[src/rtl/spi_ram_slave_param.sv]
// SPI slave with an on-chip register-array RAM: 2-bit command, then an address or data payload, MSB first.
// Optional burst auto-increment on data commands when SPI_RAM_AUTOINC_EN is defined.
module spi_ram_slave_param #(
  parameter int ADDR_W = 8,
  parameter int DATA_W = 8
) (
  input  logic CLK,
  input  logic rst_n,
  input  logic SS_n,
  input  logic MOSI,
  output logic MISO,
  output logic busy
);
  localparam int SHIFT_W = (ADDR_W > DATA_W) ? ADDR_W : DATA_W;
  localparam int CNT_W   = $clog2(SHIFT_W) + 1;
  localparam int DEPTH   = 2 ** ADDR_W;

  typedef enum logic [2:0] {IDLE, CMD, WR_ADDR, WR_DATA, RD_ADDR, RD_TX, HOLD} state_t;

  state_t state_reg, state_next;
  logic armed_reg, cmd_hi_reg;
  logic [CNT_W-1:0] cnt_reg;
  logic [SHIFT_W-2:0] rx_reg;
  logic [SHIFT_W-1:0] rx_next;
  logic [DATA_W-1:0] tx_reg;
  logic [ADDR_W-1:0] wr_addr_reg, rd_addr_reg, tx_src_addr;
  logic [DATA_W-1:0] mem [DEPTH];

  logic cmd_cap, cnt_clr, cnt_inc, rx_shift, tx_shift, tx_load, tx_clr;
  logic wr_addr_ld, rd_addr_ld, wr_addr_step, rd_addr_step, mem_we;
  logic last_addr, last_data;

  assign busy = (state_reg != IDLE);
  assign MISO = (state_reg == RD_TX) ? tx_reg[DATA_W-1] : 1'b0;

  always_ff @(posedge CLK or negedge rst_n) begin
    if (!rst_n) state_reg <= IDLE;
    else        state_reg <= state_next;
  end

  always_comb begin
    state_next   = state_reg;
    cmd_cap      = 1'b0;
    cnt_clr      = 1'b0;
    cnt_inc      = 1'b0;
    rx_shift     = 1'b0;
    tx_shift     = 1'b0;
    tx_load      = 1'b0;
    tx_clr       = 1'b0;
    tx_src_addr  = rd_addr_reg;
    wr_addr_ld   = 1'b0;
    rd_addr_ld   = 1'b0;
    wr_addr_step = 1'b0;
    rd_addr_step = 1'b0;
    mem_we       = 1'b0;
    rx_next      = {rx_reg, MOSI};
    last_addr    = (cnt_reg == CNT_W'(ADDR_W - 1));
    last_data    = (cnt_reg == CNT_W'(DATA_W - 1));
    // Slave deselect overrides everything, discarding any partial payload.
    if (SS_n) begin
      state_next = IDLE;
      tx_clr     = 1'b1;
      cnt_clr    = 1'b1;
    end else begin
      case (state_reg)
        IDLE: begin
          if (armed_reg) begin
            cmd_cap    = 1'b1;
            state_next = CMD;
          end
        end
        CMD: begin
          cnt_clr = 1'b1;
          case ({cmd_hi_reg, MOSI})
            2'b00:   state_next = WR_ADDR;
            2'b01:   state_next = WR_DATA;
            2'b10:   state_next = RD_ADDR;
            default: begin
              state_next = RD_TX;
              tx_load    = 1'b1;
            end
          endcase
        end
        WR_ADDR, RD_ADDR: begin
          rx_shift = 1'b1;
          cnt_inc  = 1'b1;
          if (last_addr) begin
            state_next = HOLD;
            wr_addr_ld = (state_reg == WR_ADDR);
            rd_addr_ld = (state_reg == RD_ADDR);
          end
        end
        WR_DATA: begin
          rx_shift = 1'b1;
          cnt_inc  = 1'b1;
          if (last_data) begin
            mem_we = 1'b1;
`ifdef SPI_RAM_AUTOINC_EN
            wr_addr_step = 1'b1;
            cnt_clr      = 1'b1;
`else
            state_next = HOLD;
`endif
          end
        end
        RD_TX: begin
          tx_shift = 1'b1;
          cnt_inc  = 1'b1;
          if (last_data) begin
`ifdef SPI_RAM_AUTOINC_EN
            // Prefetch the next word so the output stream has no gap.
            rd_addr_step = 1'b1;
            tx_load      = 1'b1;
            tx_src_addr  = rd_addr_reg + 1'b1;
            cnt_clr      = 1'b1;
`else
            state_next = HOLD;
`endif
          end
        end
        default: ;
      endcase
    end
  end

  always_ff @(posedge CLK or negedge rst_n) begin
    if (!rst_n) begin
      armed_reg   <= 1'b0;
      cmd_hi_reg  <= 1'b0;
      cnt_reg     <= '0;
      rx_reg      <= '0;
      tx_reg      <= '0;
      wr_addr_reg <= '0;
      rd_addr_reg <= '0;
    end else begin
      if (SS_n)    armed_reg  <= 1'b1;
      if (cmd_cap) cmd_hi_reg <= MOSI;
      if (cnt_clr)      cnt_reg <= '0;
      else if (cnt_inc) cnt_reg <= cnt_reg + 1'b1;
      if (rx_shift) rx_reg <= rx_next[SHIFT_W-2:0];
      if (tx_clr)        tx_reg <= '0;
      else if (tx_load)  tx_reg <= mem[tx_src_addr];
      else if (tx_shift) tx_reg <= {tx_reg[DATA_W-2:0], 1'b0};
      if (wr_addr_ld)        wr_addr_reg <= rx_next[ADDR_W-1:0];
      else if (wr_addr_step) wr_addr_reg <= wr_addr_reg + 1'b1;
      if (rd_addr_ld)        rd_addr_reg <= rx_next[ADDR_W-1:0];
      else if (rd_addr_step) rd_addr_reg <= rd_addr_reg + 1'b1;
    end
  end

  // RAM contents survive reset, so the write port has no reset branch.
  always_ff @(posedge CLK) begin
    if (mem_we) mem[wr_addr_reg] <= rx_next[DATA_W-1:0];
  end
endmodule

[config.mk]
export PLATFORM = sky130hd
export DESIGN_NAME = spi_ram_slave_param
export DESIGN_NICKNAME = d
export VERILOG_FILES = /design/src/rtl/spi_ram_slave_param.sv
export SDC_FILE = /design/constraint.sdc
export NUM_CORES = 2
export LEC_CHECK = 0
export BUFFER_PORTS_ARGS = -buffer_cell sky130_fd_sc_hd__buf_4
export CAP_MARGIN = 20
export CORE_ASPECT_RATIO = 1.4
export CORE_MARGIN = 8
export CORE_UTILIZATION = 60
export CTS_CLUSTER_SIZE = 12
export DETAILED_ROUTE_END_ITERATION = 12
export GPL_TIMING_DRIVEN = 0
export PLACE_DENSITY = 0.76
export SYNTH_ARGS = -nofsm -noshare
export SYNTH_HDL_FRONTEND = slang
export SYNTH_SLANG_ARGS = --single-unit
[constraint.sdc]
create_clock -name CLK -period 5.2 [get_ports CLK]
set_clock_uncertainty 0.1 [all_clocks]
set_input_delay 1.04 -clock CLK [delete_from_list [all_inputs] [get_ports CLK]]
set_output_delay 1.04 -clock CLK [all_outputs]
set_load 0.05 [all_outputs]
==> run metrics <==
Synth Area per Inst=20.9 µm²; initial antenna violation count=6; largest net degree at the start of global routing=162; Die Height=451 µm; Post-synth EDFFs=2048; worst hold path class=in2async; cell taking the most area after synthesis=edfxtp_1; drt first pass iters=9; hpwl dp=168000 µm; CTS Buffer Depth=3; reg-to-reg slack, setup=-0.29 ns; worst-path maximum fanout=10; H-tree Lvls=4; XOR/XNOR Fraction of Synth Area=0.0108%; Top FF cell, synth=edfxtp_1; status=finished, violations left; Final #Nets=4129; root buffer cell=clkbuf_16; post-synthesis cell count=3876; full die area=147000 µm²; Overall Power=35.9 mW; Peak VDD IR=0.424 mV; failing checks=setup timing; port bufs=5; Largest register FFs=2048; Worst Path Arrival=6.04 ns; Syn Std Cell Area=81100 µm²; post-CTS setup buffers=0; CTS clk-pin slew, worst paths=0.06 ns; Syn. warnings=0; core region area=134000 µm²; adder-cell share of the synthesized area=0.0154%; Worst EP required=5.75 ns; pwr/cell area=400 nW/µm²; Critical Path Source Type=flip-flop; most common cell after layout, fill and taps aside=edfxtp_1; FF-to-FF path depth=9; crit share post-route=106%; sequential-to-total area share from yosys stat=77.0%; Routed WL per cell=42.1 µm; reg-to-reg endpoint=tx_reg[4]; mean number of vias per cell=7.35; drt drc=0; first-pass GRT wire length=341000 µm; pre-CTS WS=-0.363 ns; vias in the first global route=43500; Iteration-0 DRC Markers=7518; setup TNS=-0.440 ns; post-route ant nets=0; headroom to the max-slew limit=11.7%; post-synthesis mux area share=15.3%; largest cells by area after synthesis=edfxtp_1 (76%), mux4_2 (12%), mux2i_1 (2.8%); final wirelength=251000 µm; Simple-Gate Fraction of Synth Area=2.47%; Ports=6; PnR worst setup slack=-0.287 ns; share of layout cells above drive strength 1=21.0%; Synth Area in Compound Gates=3.51%; Synth cell types=59; Row Count=159; commonest cells after routing, fill and taps aside=edfxtp_1 (2048), mux4_2 (440), nor2_1 (286); FF+latch count, synth=2088; Clock Latency Late Sink=0.85 ns; CTS tree=done; cell leakage power=26.9 nW; clock period minus worst slack=5.49 ns; Worst Setup End Kind=flip-flop; fin. max-slew vios=0; GPL Wtd Cong=0.979; total of max-cap violations=0; total nets after synthesis=3881; grt ovf=0; utilization after layout=66.8%; RSZ-0062 raised after global routing=no; hold buffer count at cts=0; final setup vio count=2; initial core utilization=60.4%; TritonCTS Buffers=194; main combinational cell family by area after synthesis=multiplexers; CTS sink count=2088; Die Span X=327 µm; slew of the pin with the lowest slew margin=1.32 ns; Final Hold Vio Count=0; Biggest register=mem; global-route usage over all layers=33.8%; crit path kind=reg2reg; Synth top area share=75.8%; Synth-to-Final Area Change=10.6%; R2R Path Start=rd_addr_reg[2]; Fmax achieved=0.182 GHz; ys async rst share=1.92%; PostCTS Resize Cnt=1; via count=43800
[cell families (layout without fill, tap and decap cells)]
family                     after synthesis  count (layout)
DFF                                   2088            2088
xor gates and xnor gates                 1               1
muxes                                  689             689
adders and majority gates                1               1
and+or+nand+nor                        460             460
AOI/OAI and AO/OA                      394             394
other                                    0               7
buffers and inverters                  243             556
[report_power, final]
part | switching, mW | leakage (nW) | total, mW | internal (mW)
Combinational | 1.83 | 5.28 | 2.28 | 0.452
Sequential | 0.506 | 19.1 | 20.8 | 20.3
Clock | 5.87 | 2.58 | 12.8 | 6.89
[synth_stat cells (all sizes together), types with 4 or more instances]
cell type and n:
inv 5, a2111oi 5, buf 148, or4 4
mux4 440, o21ai 79, mux2 26, dfrtp 40
o32ai 4, and2 6, mux2i 223, nand2b 6
clkbuf 90, a31oi 9, nand3b 5, a41oi 8
nor2 286, nor2b 21, nand4b 6, o22ai 10
nand2 65, a221o 4, o211ai 39, a211oi 18
a22oi 72, nand4 17, edfxtp 2048, a221oi 75
nand3 19, o221ai 5, nor3 10, a21oi 30
a22o 23
[layer usage]
layer  track usage, %  share of wire (%)  vias up
met5                0                  0        -
met2             51.8                 46     3917
li1                 -                  -    16600
met3             10.1                 13     1087
met1             38.2                 30    22300
met4             30.4                 12        0
[worst max path at each step]
stage,from,endpoint,slack [ns],cells after the start
finish,rd_addr_reg[2],tx_reg[4],-0.29,9
global route,rd_addr_reg[2],tx_reg[4],0.0005,10
CTS,rd_addr_reg[2],tx_reg[4],0.1,10
detailed placement,rd_addr_reg[2],tx_reg[4],-0.36,10
global placement,rx_reg[0],mem[102][1],-2.65,0
floorplan,rx_reg[5],mem[0][6],1.07,0
[worst max-delay path: stages (launching register included)]
cell and delay, ns:
dfrtp_1 1.01, buf_2 0.48, buf_2 0.58, buf_2 0.52
buf_2 0.60, mux4_2 0.41, o21ai_0 0.36, a41oi_1 0.34
nor4_2 0.56, a31oi_1 0.26
[through the flow]
step           hold slack (ns)  cell area [µm²]  instances
2_1_floorplan            0.337            81100       3876
3_3_place_gp             0.355            83400       5652
3_5_place_dp             0.356            84400       5698
4_1_cts                 0.0837            89700       5958
5_1_grt                  0.138            89700       5961
6_report                 0.103            89700       5967
[final cells by class]
type | count | area (µm²)
sequential | 2088 | 62500
fill | 8248 | 44600
multi-input combinational | 1545 | 17300
clock buffer | 247 | 5140
tap | 1771 | 2220
buffer | 237 | 1320
timing repair buffer | 53 | 993
clock inverter | 14 | 188
inverter | 5 | 18.8
antenna | 7 | 17.5
Power figures use the tool's default switching activity.
